===== src/rtl/hazard_pkg.sv =====
// -----------------------------------------------------------------------------
// hazard_pkg
// Shared definitions for the RV32 5-stage hazard controller:
//   - forwarding mux select codes for the Execute-stage operand muxes
//   - stall-engine FSM state encoding
//   - bundled stall/flush control struct and a helper that returns the
//     "frozen pipeline" control word used during reset and when disabled
// -----------------------------------------------------------------------------
package hazard_pkg;

    localparam logic [1:0] FWD_RF  = 2'b00;
    localparam logic [1:0] FWD_WB  = 2'b01;
    localparam logic [1:0] FWD_MEM = 2'b10;

    typedef enum logic [1:0] {
        IDLE     = 2'd0,
        LD_STALL = 2'd1,
        MD_BUSY  = 2'd2
    } hz_state_t;

    typedef struct packed {
        logic stall_f;
        logic stall_d;
        logic stall_e;
        logic flush_d;
        logic flush_e;
    } hz_ctrl_t;

    // Front end held, Execute free-running, nothing flushed.
    function automatic hz_ctrl_t hz_frozen_ctrl();
        hz_ctrl_t c;
        c.stall_f = 1'b1;
        c.stall_d = 1'b1;
        c.stall_e = 1'b0;
        c.flush_d = 1'b0;
        c.flush_e = 1'b0;
        return c;
    endfunction

endpackage


===== src/rtl/hazard_fwd_sel.sv =====
// -----------------------------------------------------------------------------
// hazard_fwd_sel
// Combinational forwarding selector for one Execute-stage source operand.
// Memory-stage result wins over Writeback-stage result; x0 is never forwarded.
// Ports:
//   rs          : source register index of the operand in Execute
//   rd_m, rd_w  : destination register indices in Memory / Writeback
//   reg_write_m : Memory-stage instruction writes the register file
//   reg_write_w : Writeback-stage instruction writes the register file
//   fwd         : operand mux select (FWD_RF / FWD_WB / FWD_MEM)
// -----------------------------------------------------------------------------
module hazard_fwd_sel
    import hazard_pkg::*;
#(
    parameter int REG_ADDR_W = 5
) (
    input  logic [REG_ADDR_W-1:0] rs,
    input  logic [REG_ADDR_W-1:0] rd_m,
    input  logic [REG_ADDR_W-1:0] rd_w,
    input  logic                  reg_write_m,
    input  logic                  reg_write_w,
    output logic [1:0]            fwd
);

    logic rs_nonzero;

    assign rs_nonzero = (rs != '0);

    always_comb begin
        fwd = FWD_RF;
        if (reg_write_m && (rd_m == rs) && rs_nonzero) begin
            fwd = FWD_MEM;
        end else if (reg_write_w && (rd_w == rs) && rs_nonzero) begin
            fwd = FWD_WB;
        end
    end

endmodule


===== src/rtl/hazard_ctrl_mc.sv =====
// -----------------------------------------------------------------------------
// hazard_ctrl_mc
// Hazard controller for the 5-stage RV32 pipeline with a sequential stall
// engine (multi-cycle load-use bubbles, multi-cycle mul/div busy handshake),
// combinational operand forwarding and a saturating stall-cycle counter.
// Ports:
//   clk, rst           : clock (rising edge), synchronous active-high reset
//   en                 : global enable; low freezes all state
//   Rs1D, Rs2D         : Decode-stage source registers
//   Rs1E, Rs2E, RdE    : Execute-stage source / destination registers
//   RdM, RdW           : Memory / Writeback destination registers
//   RegWriteE/M/W      : per-stage register write enables
//   ResultSrcE0        : Execute-stage instruction is a load
//   PCSrcE             : taken branch / jump resolved in Execute
//   MulDivE            : multi-cycle mul/div occupies Execute
//   MulDivDone         : mul/div result valid this cycle
//   stall_clr          : clears stall_cnt
//   ForwardAE/BE       : Execute operand mux selects
//   StallF/D/E         : hold PC, IF/ID, ID/EX
//   FlushD/E           : bubble IF/ID, ID/EX
//   stall_cnt          : saturating count of front-end stall cycles
// -----------------------------------------------------------------------------
module hazard_ctrl_mc
    import hazard_pkg::*;
#(
    parameter int REG_ADDR_W        = 5,
    parameter int LOAD_STALL_CYCLES = 1,
    parameter int COUNT_W           = 32
) (
    input  logic                  clk,
    input  logic                  rst,
    input  logic                  en,
    input  logic [REG_ADDR_W-1:0] Rs1D,
    input  logic [REG_ADDR_W-1:0] Rs2D,
    input  logic [REG_ADDR_W-1:0] Rs1E,
    input  logic [REG_ADDR_W-1:0] Rs2E,
    input  logic [REG_ADDR_W-1:0] RdE,
    input  logic [REG_ADDR_W-1:0] RdM,
    input  logic [REG_ADDR_W-1:0] RdW,
    input  logic                  RegWriteE,
    input  logic                  RegWriteM,
    input  logic                  RegWriteW,
    input  logic                  ResultSrcE0,
    input  logic                  PCSrcE,
    input  logic                  MulDivE,
    input  logic                  MulDivDone,
    input  logic                  stall_clr,
    output logic [1:0]            ForwardAE,
    output logic [1:0]            ForwardBE,
    output logic                  StallF,
    output logic                  StallD,
    output logic                  StallE,
    output logic                  FlushD,
    output logic                  FlushE,
    output logic [COUNT_W-1:0]    stall_cnt
);

    // The first bubble is issued from IDLE, so the counter only tracks the rest.
    localparam logic [2:0] LCNT_INIT = 3'(LOAD_STALL_CYCLES - 1);

    hz_state_t          state;
    hz_state_t          state_n;
    logic [2:0]         lcnt;
    logic [2:0]         lcnt_n;
    hz_ctrl_t           eng;
    logic               lu;
    logic               redirect;
    logic [1:0]         fwd_a;
    logic [1:0]         fwd_b;

    hazard_fwd_sel #(.REG_ADDR_W(REG_ADDR_W)) u_fwd_a (
        .rs          (Rs1E),
        .rd_m        (RdM),
        .rd_w        (RdW),
        .reg_write_m (RegWriteM),
        .reg_write_w (RegWriteW),
        .fwd         (fwd_a)
    );

    hazard_fwd_sel #(.REG_ADDR_W(REG_ADDR_W)) u_fwd_b (
        .rs          (Rs2E),
        .rd_m        (RdM),
        .rd_w        (RdW),
        .reg_write_m (RegWriteM),
        .reg_write_w (RegWriteW),
        .fwd         (fwd_b)
    );

    assign lu = ResultSrcE0 && RegWriteE && (RdE != '0) &&
                ((Rs1D == RdE) || (Rs2D == RdE));

    // A redirect cannot coexist with a mul/div in Execute; if it ever does,
    // the mul/div handshake keeps ownership of the pipeline.
    assign redirect = PCSrcE && (state != MD_BUSY) && !MulDivE;

    // Next-state and stall-engine outputs
    always_comb begin
        state_n = state;
        lcnt_n  = lcnt;
        eng     = '0;
        case (state)
            IDLE: begin
                if (MulDivE && !MulDivDone) begin
                    eng.stall_f = 1'b1;
                    eng.stall_d = 1'b1;
                    eng.stall_e = 1'b1;
                    state_n     = MD_BUSY;
                end else if (lu) begin
                    eng.stall_f = 1'b1;
                    eng.stall_d = 1'b1;
                    eng.flush_e = 1'b1;
                    if (LOAD_STALL_CYCLES > 1) begin
                        lcnt_n  = LCNT_INIT;
                        state_n = LD_STALL;
                    end
                end
            end
            LD_STALL: begin
                eng.stall_f = 1'b1;
                eng.stall_d = 1'b1;
                eng.flush_e = 1'b1;
                lcnt_n      = lcnt - 3'd1;
                if (lcnt == 3'd1) begin
                    state_n = IDLE;
                end
            end
            MD_BUSY: begin
                if (MulDivDone) begin
                    state_n = IDLE;
                end else begin
                    eng.stall_f = 1'b1;
                    eng.stall_d = 1'b1;
                    eng.stall_e = 1'b1;
                end
            end
            default: begin
                state_n = IDLE;
                lcnt_n  = '0;
            end
        endcase

        // Redirect squashes the dependent instruction anyway, so any pending
        // load-use bubble (started or about to start) is dropped.
        if (redirect) begin
            eng.stall_f = 1'b0;
            eng.stall_d = 1'b0;
            eng.flush_d = 1'b1;
            eng.flush_e = 1'b1;
            state_n     = IDLE;
            lcnt_n      = '0;
        end
    end

    // Output stage: reset and disable override the engine with a frozen front end
    always_comb begin
        if (rst || !en) begin
            ForwardAE = FWD_RF;
            ForwardBE = FWD_RF;
            {StallF, StallD, StallE, FlushD, FlushE} = hz_frozen_ctrl();
        end else begin
            ForwardAE = fwd_a;
            ForwardBE = fwd_b;
            {StallF, StallD, StallE, FlushD, FlushE} = eng;
        end
    end

    // State, load-bubble counter and stall-cycle counter
    always_ff @(posedge clk) begin
        if (rst) begin
            state     <= IDLE;
            lcnt      <= '0;
            stall_cnt <= '0;
        end else if (en) begin
            state <= state_n;
            lcnt  <= lcnt_n;
            if (stall_clr) begin
                stall_cnt <= '0;
            end else if (eng.stall_f && (stall_cnt != '1)) begin
                stall_cnt <= stall_cnt + 1'b1;
            end
        end
    end

endmodule


===== config.mk =====
export PLATFORM = sky130hd
export DESIGN_NAME = hazard_ctrl_mc
export DESIGN_NICKNAME = d
export VERILOG_FILES = /design/src/rtl/hazard_pkg.sv /design/src/rtl/hazard_fwd_sel.sv /design/src/rtl/hazard_ctrl_mc.sv
export SDC_FILE = /design/constraint.sdc
export NUM_CORES = 1
export LEC_CHECK = 0
export ABC_AREA = 1
export BUFFER_PORTS_ARGS = -buffer_cell sky130_fd_sc_hd__buf_2
export CORE_MARGIN = 3
export CORE_UTILIZATION = 35
export DETAILED_ROUTE_END_ITERATION = 8
export PLACE_DENSITY_LB_ADDON = 0.12
export SYNTH_ARGS = -nofsm -noshare
export SYNTH_HDL_FRONTEND = slang
export SYNTH_SLANG_ARGS = --single-unit

===== constraint.sdc =====
create_clock -name clk -period 1.82 [get_ports clk]
set_input_delay 0.364 -clock clk [delete_from_list [all_inputs] [get_ports clk]]
set_output_delay 0.364 -clock clk [all_outputs]
set_load 0.05 [all_outputs]

==> Yosys cells after proc, flatten, opt, wreduce, memory -nomap -nowiden <==
Cells that the tools add are included.
{ "op_classes": {"addsub": 2, "mul": 0, "div_mod_pow": 0, "n_lt_le_gt_ge": 0, "eq_ne": 15, "shifts": 0, "mux": 31, "n_bitwise": 0, "reduce_logical": 29} }
{ "ops": {"columns": ["operator", "count"], "rows": [
  ["$mux 32", 2],
  ["$add 32x1->32 const B", 1],
  ["$ne 32x32->1 const B", 1],
  ["$eq 5x5->1", 6],
  ["$mux 2", 12],
  ["$logic_and 1x1->1", 15],
  ["$reduce_bool 5->1", 3],
  ["$pmux 2 s3", 2],
  ["$mux 1", 10],
  ["$ne 3x3->1 const B", 3],
  ["$mux 3", 2],
  ["$pmux 3 s2", 1],
  ["$pmux 1 s2", 2],
  ["$reduce_and 2->1", 2],
  ["$reduce_and 4->1", 1],
  ["$eq 3x1->1 const B", 1],
  ["$logic_not 1->1", 3],
  ["$sub 3x1->3 const B", 1],
  ["$eq 2x1->1 const B", 1],
  ["$eq 2x2->1 const B", 1],
  ["$logic_not 2->1", 1],
  ["$logic_or 1x1->1", 2],
  ["$ne 2x1->1 const B", 1],
  ["$ne 2x2->1 const B", 1],
  ["2 further kinds", 2]
]} }
{ "word_totals": {"ff_bits": 37, "latch_bits": 0, "ramBits": 0, "rom_bits": 0, "inputBits": 46, "out_inout_bits": 41, "elab_cells": 80, "memories": 0} }

==> Logic depth before layout (Yosys ltp) <==
Gate-level depths: netlist of the first run.
{ "logic_depth": {"word_depth": 10, "ltp_mapped": 14, "ltp_nobuf": 13} }

==> Modules after synthesis <==
A second synthesis of the first run with hierarchy kept.
{ "unflattened": {"cells_unflattened": 596, "hier_area_um2": 3150.5} }
{ "modules_own_cells": {"columns": ["module", "instances", "cells_per_inst", "area_per_inst_um2", "seq_area_each_um2"], "rows": [
  ["hazard_ctrl_mc", 1, 472, 2655.0, 660.6],
  ["hazard_fwd_sel", 2, 62, 247.7, 0.0]
]} }

==> Least setup slack after synthesis of the first run <==
Ideal clock, no wire load.
{ "synth_timing": {"kind": "input to output", "from": "in rst", "to": "out ForwardBE[0]", "arrival_ns": 2.613, "required_time_ns": 1.456, "setup_slack_ns": -1.157, "stages": 6, "n_path_buf": 1, "path_cell_list": "clkbuf_1 clkinv_1 nand2_1 nor2_1 o221ai_1 nor4_1"} }
{ "synth_via": {"elab_chain_cells": 2} }
{ "synth_rtl": {"columns": ["item", "line_no", "text"], "rows": [
  ["from (decl)", "hazard_ctrl_mc.sv:31", "input logic rst,"],
  ["$logic_or 1x1->1", "hazard_ctrl_mc.sv:156", "if (rst || !en) begin"],
  ["$mux 2", "hazard_ctrl_mc.sv:156", null],
  ["to (decl)", "hazard_ctrl_mc.sv:49", "output logic [1:0] ForwardBE,"]
]} }
No other way between the ends.

==> Worst setup path in the final report of the first run <==
{ "layout_timing": {"from": "reg stall_cnt[0]", "to": "reg stall_cnt[24]"} }
{ "layout_via": {"elab_chain_cells": 4, "elab_cells_between_ends": 7, "classes_between": "add/sub (1); eq/ne (1); mux (2); reduce/logical (3)"} }
{ "layout_rtl": {"columns": ["item", "line_no", "text"], "rows": [
  ["from (decl)", "hazard_ctrl_mc.sv:55", "output logic [COUNT_W-1:0] stall_cnt"],
  ["from (signal assigned)", "hazard_ctrl_mc.sv:179", "stall_cnt <= stall_cnt + 1'b1;"],
  ["parallel branches: the longest is 4 deep, another holds $add 32x1->32", null, null]
]} }
Parallel ways; which one is timed is not known. The select of a mux whose other input is x is not followed.
A chain may end at the register's enable or synchronous reset.

==> impl_metrics.yaml, run 1 <==
cts:
  cts.sinks: 33
  root_buffer: "clkbuf_8"
  htree_levels: 2
  clkLatencyLatePin_ps: 280
  cts_buffers: 5
  cts_tree: "done"
  cts_max_path_buffers: 2
  clk_pin_slew_ps: 70
floorplanning:
  rows: 32
  initial_utilization: 0.371
  core_area_mm2: 0.00793
  io_pins: 87
  die_y_um: 97.7
  fp.dieW_um: 97.7
  dieArea_mm2: 0.00954
power_and_ir_drop:
  switching_share: 0.377
  pwr-share-clk: 0.250
  leakagePower_uw: 0.00198
  pwr-share-comb: 0.364
  seq_power_share: 0.385
  vdd.ir_drop.worst_mv: 0.304
  intPower_uw: 1330
  p_sw_uw: 804
  power.density_mw_per_mm2: 506
layout:
  nets: 675
  final_layout_size_suffix_gt1_frac: 0.361
  fin_area_mm2: 0.00421
  fin_cells: 731
  antenna_cells: 0
  fill_cells: 837
  syn_to_final_growth_pct: 43.2
route:
  drt_iter0_markers: 215
  drc_errors: 0
  wl_per_cell_um: 13.5
  dr.pass1.iters: 5
  ant_nets: 0
  vias: 3703
  viasPerCell: 5.07
  routed_wl_um: 9880
synthesis:
  synth_edf_count: 0
  synth_fa_ha_area_frac: 0.00425
  synthMuxAreaShare: 0
  synth_top_family_by_area: "simple AND/OR/NAND/NOR gates"
  synth_top_area_share: 0.225
  synth_flop_cell: "dfxtp_1"
  ys.warnings.count: 0
  syn_inst: 515
  synth_xor_xnor_area_share: 0.0357
  syn_area_per_cell_um2: 5.71
  synth.cell_area_mm2: 0.00294
  yosysUniqueCellTypes: 38
  synth_area_leaders: "dfxtp_1 (22%), nand2_1 (17%), nand3_1 (12%)"
  synth-seq-cells: 33
  synth_fp_nets: 562
  synth_compound_area_frac: 0.138
  synth_async_sr_flop_share: 0
  yosysTopAreaCell: "dfxtp_1"
  ys_seq_area_frac: 0.225
  synthSimpleGateAreaFrac: 0.488
critical_path:
  path_class: "reg2reg"
  end_kind: "register"
  max_stage_delay_ps: 360
  cpMaxStageDelayCell: "dfxtp_4"
  start_kind: "register"
  crit_required_ps: 2000
  critPathMostFrequentCell: "nand2_4"
  worstPathMaxFanout: 14
  crit_chain: "ha_4 > nand2_4 > nor2_4 > nand2_2 > inv_2 > nand2_4 > nor2_4 > nand4_1 > nand2_1 > nand2_4 > clkbuf_16 > a21oi_1 > nor2_1"
  cp_data_arrival_time_ps: 2000
global_routing:
  grt_pass1_wl_um: 15600
  grt_pass1_vias: 3247
  grt_max_degree: 39
  overflow: 0
  grt_use_total: 0.191
  antenna_found_initial: 0
timing:
  setup_ws_ps: -3.06
  rsz0062_at_grt: "true"
  min_period_over_period: 1.00
  max_freq_mhz: 549
  tightest_slew_ps: 464
  setup_violations: 1
  fin_crit_ps: 1820
  hold_slack_ps: 265
  drv_slew: 0
  skew_ps: 6.33
  hold_viol: 0
  maxSlewHeadroom: 0.690
place:
  place_area_mm2: 0.00385
  place.gp.congestion: 0.877
  port_buffers: 86
  place_inst: 715
  dp_slack_ps: -60.0
  hpwl_um: 7450
min_path:
  hp-class: "in2reg"
status:
  violations: "setup timing"
  status: "finished, violations left"
flow_run:
  cap_violations: 0
## flip-flops by register name (all words and copies together), names as in the netlist
name and flops:
stall_cnt 32, state 1
## cells by family after synthesis
kind of cell	after synthesis
buf+inv	78
compound gates	64
simple gates	327
fa+ha+maj	1
xor+xnor	12
flops	33
## power groups by stage
| stage | sequential (uW) | clock, uW | combinational (uW) |
|---|---|---|---|
| floorplan | 974 | 0 | 363 |
| global placement | 835 | 0 | 700 |
| detailed placement | 837 | 0 | 710 |
| CTS | 821 | 564 | 717 |
| global route | 828 | 593 | 844 |
| finish | 821 | 534 | 777 |
## metrics by stage
stage / TNS, ps / util / total power (uW)
CTS: -2.50 / 0.500 / 2100
global route: -3110 / 0.531 / 2270
global placement: -48.3 / 0.486 / 1540
finish: -3.06 / 0.531 / 2130
floorplan: -1130 / - / 1340
detailed placement: -874 / 0.486 / 1550
## cells in the final DEF (no fill, tap or decap), types with 6 or more instances in the layout
cell type  synthesis  routed
nand2_1          135     131
buf_2              2      78
nor2_1            77      70
nand3_1           70      66
inv_1             55      51
buf_4              1      35
a21oi_2           11      25
dfxtp_2            0      17
a21oi_1           30      16
nor3_1            14      13
dfxtp_1           33      10
or2_2              9       9
nand4_1            7       7
xnor2_1            7       7
nor2_2             2       6
o21ai_0            6       6
buf_6              3       6
dfxtp_4            0       6
## final cells by class
class,instances,area (um2),area share
clock buffer,8,80.1,0.0190
inverter,58,235,0.0558
multi-input combinational,404,2190,0.520
sequential,33,704,0.167
tap,102,128,0.0303
timing repair buffer,126,876,0.208
## cell usage after synthesis, types with 4 or more instances
library cell and n:
o22ai_1 5, nand4_1 7, nor3_1 14, nand3_1 70
or2_2 9, buf_1 5, clkbuf_1 9, nand2_1 135
inv_1 55, a21oi_1 30, dfxtp_1 33, a21oi_2 11
o21ai_0 6, xor2_1 5, xnor2_1 7, nor2_1 77
o211ai_1 4
## worst paths after layout
kind            startpoint            end  slack, ps  cells past startpoint
max reg2reg   stall_cnt[0]  stall_cnt[24]         -3                     13
min             MulDivDone       state[1]        260                      2
max           stall_cnt[0]  stall_cnt[24]         -3                     13
min reg2reg  stall_cnt[22]  stall_cnt[22]        500                      2
## metal layers
| metal | part of all wire | vias to the layer above | track usage |
|---|---|---|---|
| met5 | 0 | - | 0 |
| met4 | 0.0067 | 0 | 0.0256 |
| met3 | 0.062 | 6 | 0.0388 |
| met2 | 0.47 | 122 | 0.299 |
| met1 | 0.46 | 1669 | 0.277 |
| li1 | - | 1906 | - |
## worst max-delay path: cells and delay by family, from the launching register on
kind,cells,cell delay (ps)
compound gates,1,120
fa+ha+maj,1,150
buf+inv,2,300
flops,1,360
simple gates,9,790
## what timing repair did
| item | 4_1_cts | 5_1_grt |
|---|---|---|
| setup buffers | 0 | 4 |
| hold buffers | 0 | 0 |
| pin swaps | 0 | 13 |
| gates resized for setup | 8 | 36 |
| endpoints found under the setup margin | 13 | 38 |
| cloned | 0 | 4 |
No activity file was read; power rests on OpenSTA's default activity.
==> inputs of run 2 (changes only) <==
--- a/config.mk
+++ b/config.mk
@@ -10,7 +10,7 @@
 export CORE_MARGIN = 3
 export CORE_UTILIZATION = 35
 export DETAILED_ROUTE_END_ITERATION = 8
-export PLACE_DENSITY_LB_ADDON = 0.12
+export PLACE_DENSITY_LB_ADDON = 0.08
 export SYNTH_ARGS = -nofsm -noshare
 export SYNTH_HDL_FRONTEND = slang
 export SYNTH_SLANG_ARGS = --single-unit
==> constraint.sdc (replaced) <==
create_clock -name clk -period 2.3 [get_ports clk]
set_input_delay 0.46 -clock clk [delete_from_list [all_inputs] [get_ports clk]]
set_output_delay 0.46 -clock clk [all_outputs]
set_load 0.05 [all_outputs]
==> run 2 against run 1 <==
The flow now finishes without violations. First-iteration DRC count shrank 17%. Clock power fell by 19%. Critical path depth decreased by 6. Non-clock buffer count shrank 27. Sequential share of layout area increased by 1.6 points. Total power is 25% lower. Register-to-register slack gained 270 ps. Routed wire length decreased by 7.5%. Flip-flop and latch count stayed put. Die area is the same. Cell area down 14%. Critical path type is now in2out.
==> impl_metrics.yaml, run 2 (synthesis results as in run 1) <==
floorplanning:
  die_y_um: 97.7
  initial_utilization: 0.371
  dieArea_mm2: 0.00954
  core_area_mm2: 0.00793
  fp.dieW_um: 97.7
  io_pins: 87
  rows: 32
global_routing:
  gr-usage-met3: 0.0287
  met1_usage: 0.269
  top_usage_layer: "met2"
  use_met2: 0.300
  antenna_found_initial: 0
  overflow: 0
  grt_max_degree: 34
  grt_pass1_vias: 3171
  grt_use_total: 0.187
  grt_pass1_wl_um: 15200
cts:
  clkLatencyLatePin_ps: 290
  htree_levels: 2
  hold_buffers: 0
  cts_tree: "done"
  cts_max_path_buffers: 2
  cts_buffers: 5
  cts.sinks: 33
  root_buffer: "clkbuf_8"
  cts_setup_buffers: 0
  clk_pin_slew_ps: 70
  cts_repair_resize_count: 0
power_and_ir_drop:
  power.density_mw_per_mm2: 440
  leakagePower_uw: 0.00174
  vdd.ir_drop.worst_mv: 0.174
critical_path:
  worstPathMaxFanout: 9
  crit_required_ps: 1840
  r2r_slack_ps: 270
  start_kind: "input port"
  path_class: "in2out"
  end_kind: "output port"
  cp_data_arrival_time_ps: 1670
place:
  place_inst: 696
  hpwl_um: 7260
  place.gp.congestion: 0.867
  dp_slack_ps: 173
  port_buffers: 86
route:
  drt_iter0_markers: 178
  vias: 3527
  viasPerCell: 5.01
  wl_per_cell_um: 13.0
  drc_errors: 0
  ant_nets: 0
  dr.pass1.iters: 4
  routed_wl_um: 9140
timing:
  setup_violations: 0
  tightest_slew_ps: 491
  max_freq_mhz: 469
  maxSlewHeadroom: 0.672
  drv_slew: 0
  min_period_over_period: 0.927
  skew_ps: 5.63
  rsz0062_at_grt: "false"
  setup_ws_ps: 169
  hold_slack_ps: 371
  hold_viol: 0
  fin_crit_ps: 2130
layout:
  largest-register: "stall_cnt"
  multi_input_area_mm2: 0.00199
  layout_common_cells: "nand2_1 (135), buf_2 (86), nor2_1 (77)"
  post-route-util: 0.457
  final_common_cell: "nand2_1"
  final_layout_size_suffix_gt1_frac: 0.231
  antenna_cells: 0
  syn_to_final_growth_pct: 23.1
  fill_cells: 901
  regArea_um2: 663
  fin_cells: 704
  top_regs: "stall_cnt: 32 flops, state: 1 flops"
  nets: 648
  largest_reg_flops: 32
flow_run:
  cap_violations: 0
min_path:
  hp-class: "in2reg"
status:
  status: "finished, final reports clean"
[run 2: cell count changes in the layout (fill, tap and decap cells not counted), moves of 6 or more]
cell / change
nor2_1: +7
a21oi_1: +14
dfxtp_2: -15
dfxtp_1: +21
buf_2: +8
dfxtp_4: -6
buf_4: -23
buf_6: -6
a21oi_2: -14
[run 2: cell type report]
| class | count | area share |
|---|---|---|
| Clock buffer | 8 | 0.0221 |
| Inverter | 58 | 0.0605 |
| Multi-Input combinational cell | 404 | 0.550 |
| Sequential cell | 33 | 0.183 |
| Tap cell | 102 | 0.0353 |
| Timing Repair Buffer | 99 | 0.149 |
[run 2: path summary, 6_finish.rpt]
kind                      start  cells past startpoint             to
setup / recovery            rst                      7   ForwardBE[0]
hold / removal       MulDivDone                      2       state[1]
setup reg to reg   stall_cnt[1]                     13   stall_cnt[6]
hold reg to reg   stall_cnt[26]                      2  stall_cnt[26]
[run 2: power by group]
part | leakage, uW | switching (uW) | total [uW] | internal, uW
Clock | 0.0000395 | 219 | 435 | 215
Combinational | 0.00143 | 341 | 509 | 168
Sequential | 0.000271 | 44.8 | 649 | 605
[run 2: worst max-delay path, stage by stage]
cell	delay [ps]
buf_2	170
clkinv_2	60
nand2_1	50
nor2_1	140
o221ai_1	200
nor4_4	290
buf_2	290
[run 2: layer usage]
layer	up-vias	share of wire
met5	-	0
met3	6	0.045
met2	82	0.46
li1	1843	-
met4	0	0.0058
met1	1596	0.49
[run 2: per-stage QoR]
stage	area, um2	power (uW)	TNS [ps]
after floorplan	2990	1020	-439
after global placement	3540	1170	0
after detailed placement	3540	1170	0
after CTS	3620	1610	0
after global routing	3620	1690	0
final	3620	1590	0
==> inputs of run 3 (changes only) <==
--- a/config.mk
+++ b/config.mk
@@ -8,7 +8,7 @@
 export ABC_AREA = 1
 export BUFFER_PORTS_ARGS = -buffer_cell sky130_fd_sc_hd__buf_2
 export CORE_MARGIN = 3
-export CORE_UTILIZATION = 35
+export CORE_UTILIZATION = 41
 export DETAILED_ROUTE_END_ITERATION = 8
 export PLACE_DENSITY_LB_ADDON = 0.08
 export SYNTH_ARGS = -nofsm -noshare
==> constraint.sdc (replaced) <==
create_clock -name clk -period 2.1 [get_ports clk]
set_input_delay 0.42 -clock clk [delete_from_list [all_inputs] [get_ports clk]]
set_output_delay 0.42 -clock clk [all_outputs]
set_load 0.05 [all_outputs]
==> run 3 against run 2 <==
Clock power is 11% higher. First-iteration DRC count is 31% higher. Global-route usage is 2.5 points higher. Largest cell class unchanged. Critical endpoint unchanged.
==> impl_metrics.yaml, run 3 (synthesis results as in run 1) <==
status:
  status: "finished, final reports clean"
place:
  hpwl_um: 7010
  place.gp.congestion: 0.943
  place_area_mm2: 0.00361
  port_buffers: 86
  place_inst: 697
cts:
  cts_buffers: 5
  hold_buffers: 0
  clkLatencyLatePin_ps: 290
  htree_levels: 2
  clk_pin_slew_ps: 70
  cts_tree: "done"
  cts_max_path_buffers: 2
  cts.sinks: 33
  root_buffer: "clkbuf_8"
min_path:
  hold_start: "MulDivDone"
  hp-class: "in2reg"
layout:
  top_regs: "stall_cnt: 32 flops, state: 1 flops"
  fin_area_mm2: 0.00373
  syn_to_final_growth_pct: 26.7
  final_layout_size_suffix_gt1_frac: 0.256
  fill_cells: 770
  antenna_cells: 0
  final_common_cell: "nand2_1"
  largest_reg_flops: 32
  largest-register: "stall_cnt"
  layout_common_cells: "nand2_1 (134), buf_2 (86), nor2_1 (75)"
  nets: 657
  fin_cells: 706
floorplanning:
  io_pins: 87
  dieArea_mm2: 0.00823
  fp.dieW_um: 90.7
  initial_utilization: 0.428
  die_y_um: 90.7
  rows: 30
  core_area_mm2: 0.00687
critical_path:
  path_class: "in2out"
  cp_data_arrival_time_ps: 1590
  crit_required_ps: 1680
  start_kind: "input port"
  worstPathMaxFanout: 3
  end_kind: "output port"
  cp-startpoint: "RdW[3]"
  reg2reg_from: "stall_cnt[0]"
route:
  vias: 3566
  drc_errors: 0
  viasPerCell: 5.05
  drt_iter0_markers: 233
  routed_wl_um: 8800
  ant_nets: 0
  dr.pass1.iters: 6
  wl_per_cell_um: 12.5
global_routing:
  grt_pass1_vias: 3087
  grt_max_degree: 32
  overflow: 0
  grt_pass1_wl_um: 14600
  antenna_found_initial: 0
  grt_use_total: 0.212
timing:
  skew_ps: 6.09
  fin_crit_ps: 2010
  setup_violations: 0
  hold_slack_ps: 338
  min_period_over_period: 0.956
  setup_tns_ps: 0
  max_freq_mhz: 498
  drv_slew: 0
  maxSlewHeadroom: 0.701
  hold_viol: 0
  rsz0062_at_grt: "false"
  tightest_slew_ps: 445
power_and_ir_drop:
  leakagePower_uw: 0.00180
  power.total_uw: 1770
  vdd.ir_drop.worst_mv: 0.357
  power.density_mw_per_mm2: 476
flow_run:
  cap_violations: 0
[run 3: cell types whose count changed in the layout (fill, tap and decap cells not counted), sizes merged]
cell    change
buf         +9
clkbuf      -1
[run 3: per-layer routing]
| metal | vias to the layer above | wire length [um] | global-route usage |
|---|---|---|---|
| li1 | 1870 | - | - |
| met2 | 107 | 3910 | 0.329 |
| met5 | - | 0 | 0 |
| met1 | 1580 | 4350 | 0.310 |
| met3 | 9 | 474 | 0.0292 |
| met4 | 0 | 65 | 0.0434 |
[run 3: path summary, 6_finish.rpt]
check | endpoint | slack, ps | cells past startpoint
worst min register to register | stall_cnt[31] | 520 | 2
worst max register to register | stall_cnt[26] | 210 | 14
worst min-delay path | state[1] | 340 | 2
worst max-delay path | ForwardBE[0] | 90 | 7
[run 3: stage by stage]
stage	utilization	setup slack (ps)
6_report	0.542	93.0
5_1_grt	0.542	4.88
4_1_cts	0.539	81.4
3_5_place_dp	0.526	84.7
3_3_place_gp	0.526	126
2_1_floorplan	-	-190
[run 3: worst max-delay path, cell delays in order]
cell and delay (ps):
buf_2 100, inv_1 100, nor2_1 50, a211oi_1 240
nand2_1 130, nor4_4 250, buf_2 300
[run 3: repair_timing]
item                                    4_1_cts  5_1_grt
setup buffers                                 0        2
hold endpoints to repair                      0        0
endpoints found under the setup margin        0       12
resized for setup                             0        2
[run 3: cell type report]
class,count,area [um2],area share
Timing Repair Buffer,108,621,0.167
Sequential cell,33,663,0.178
Tap cell,96,120,0.0322
Multi-Input combinational cell,404,2010,0.540
Clock buffer,7,86.3,0.0232
Inverter,58,223,0.0598
[run 3: power breakdown]
group	switching, uW	internal [uW]	total, uW	leakage, uW
Combinational	384	199	583	0.00148
Sequential	41.3	662	704	0.000271
Clock	225	260	485	0.0000443
Total	651	1120	1770	0.00180
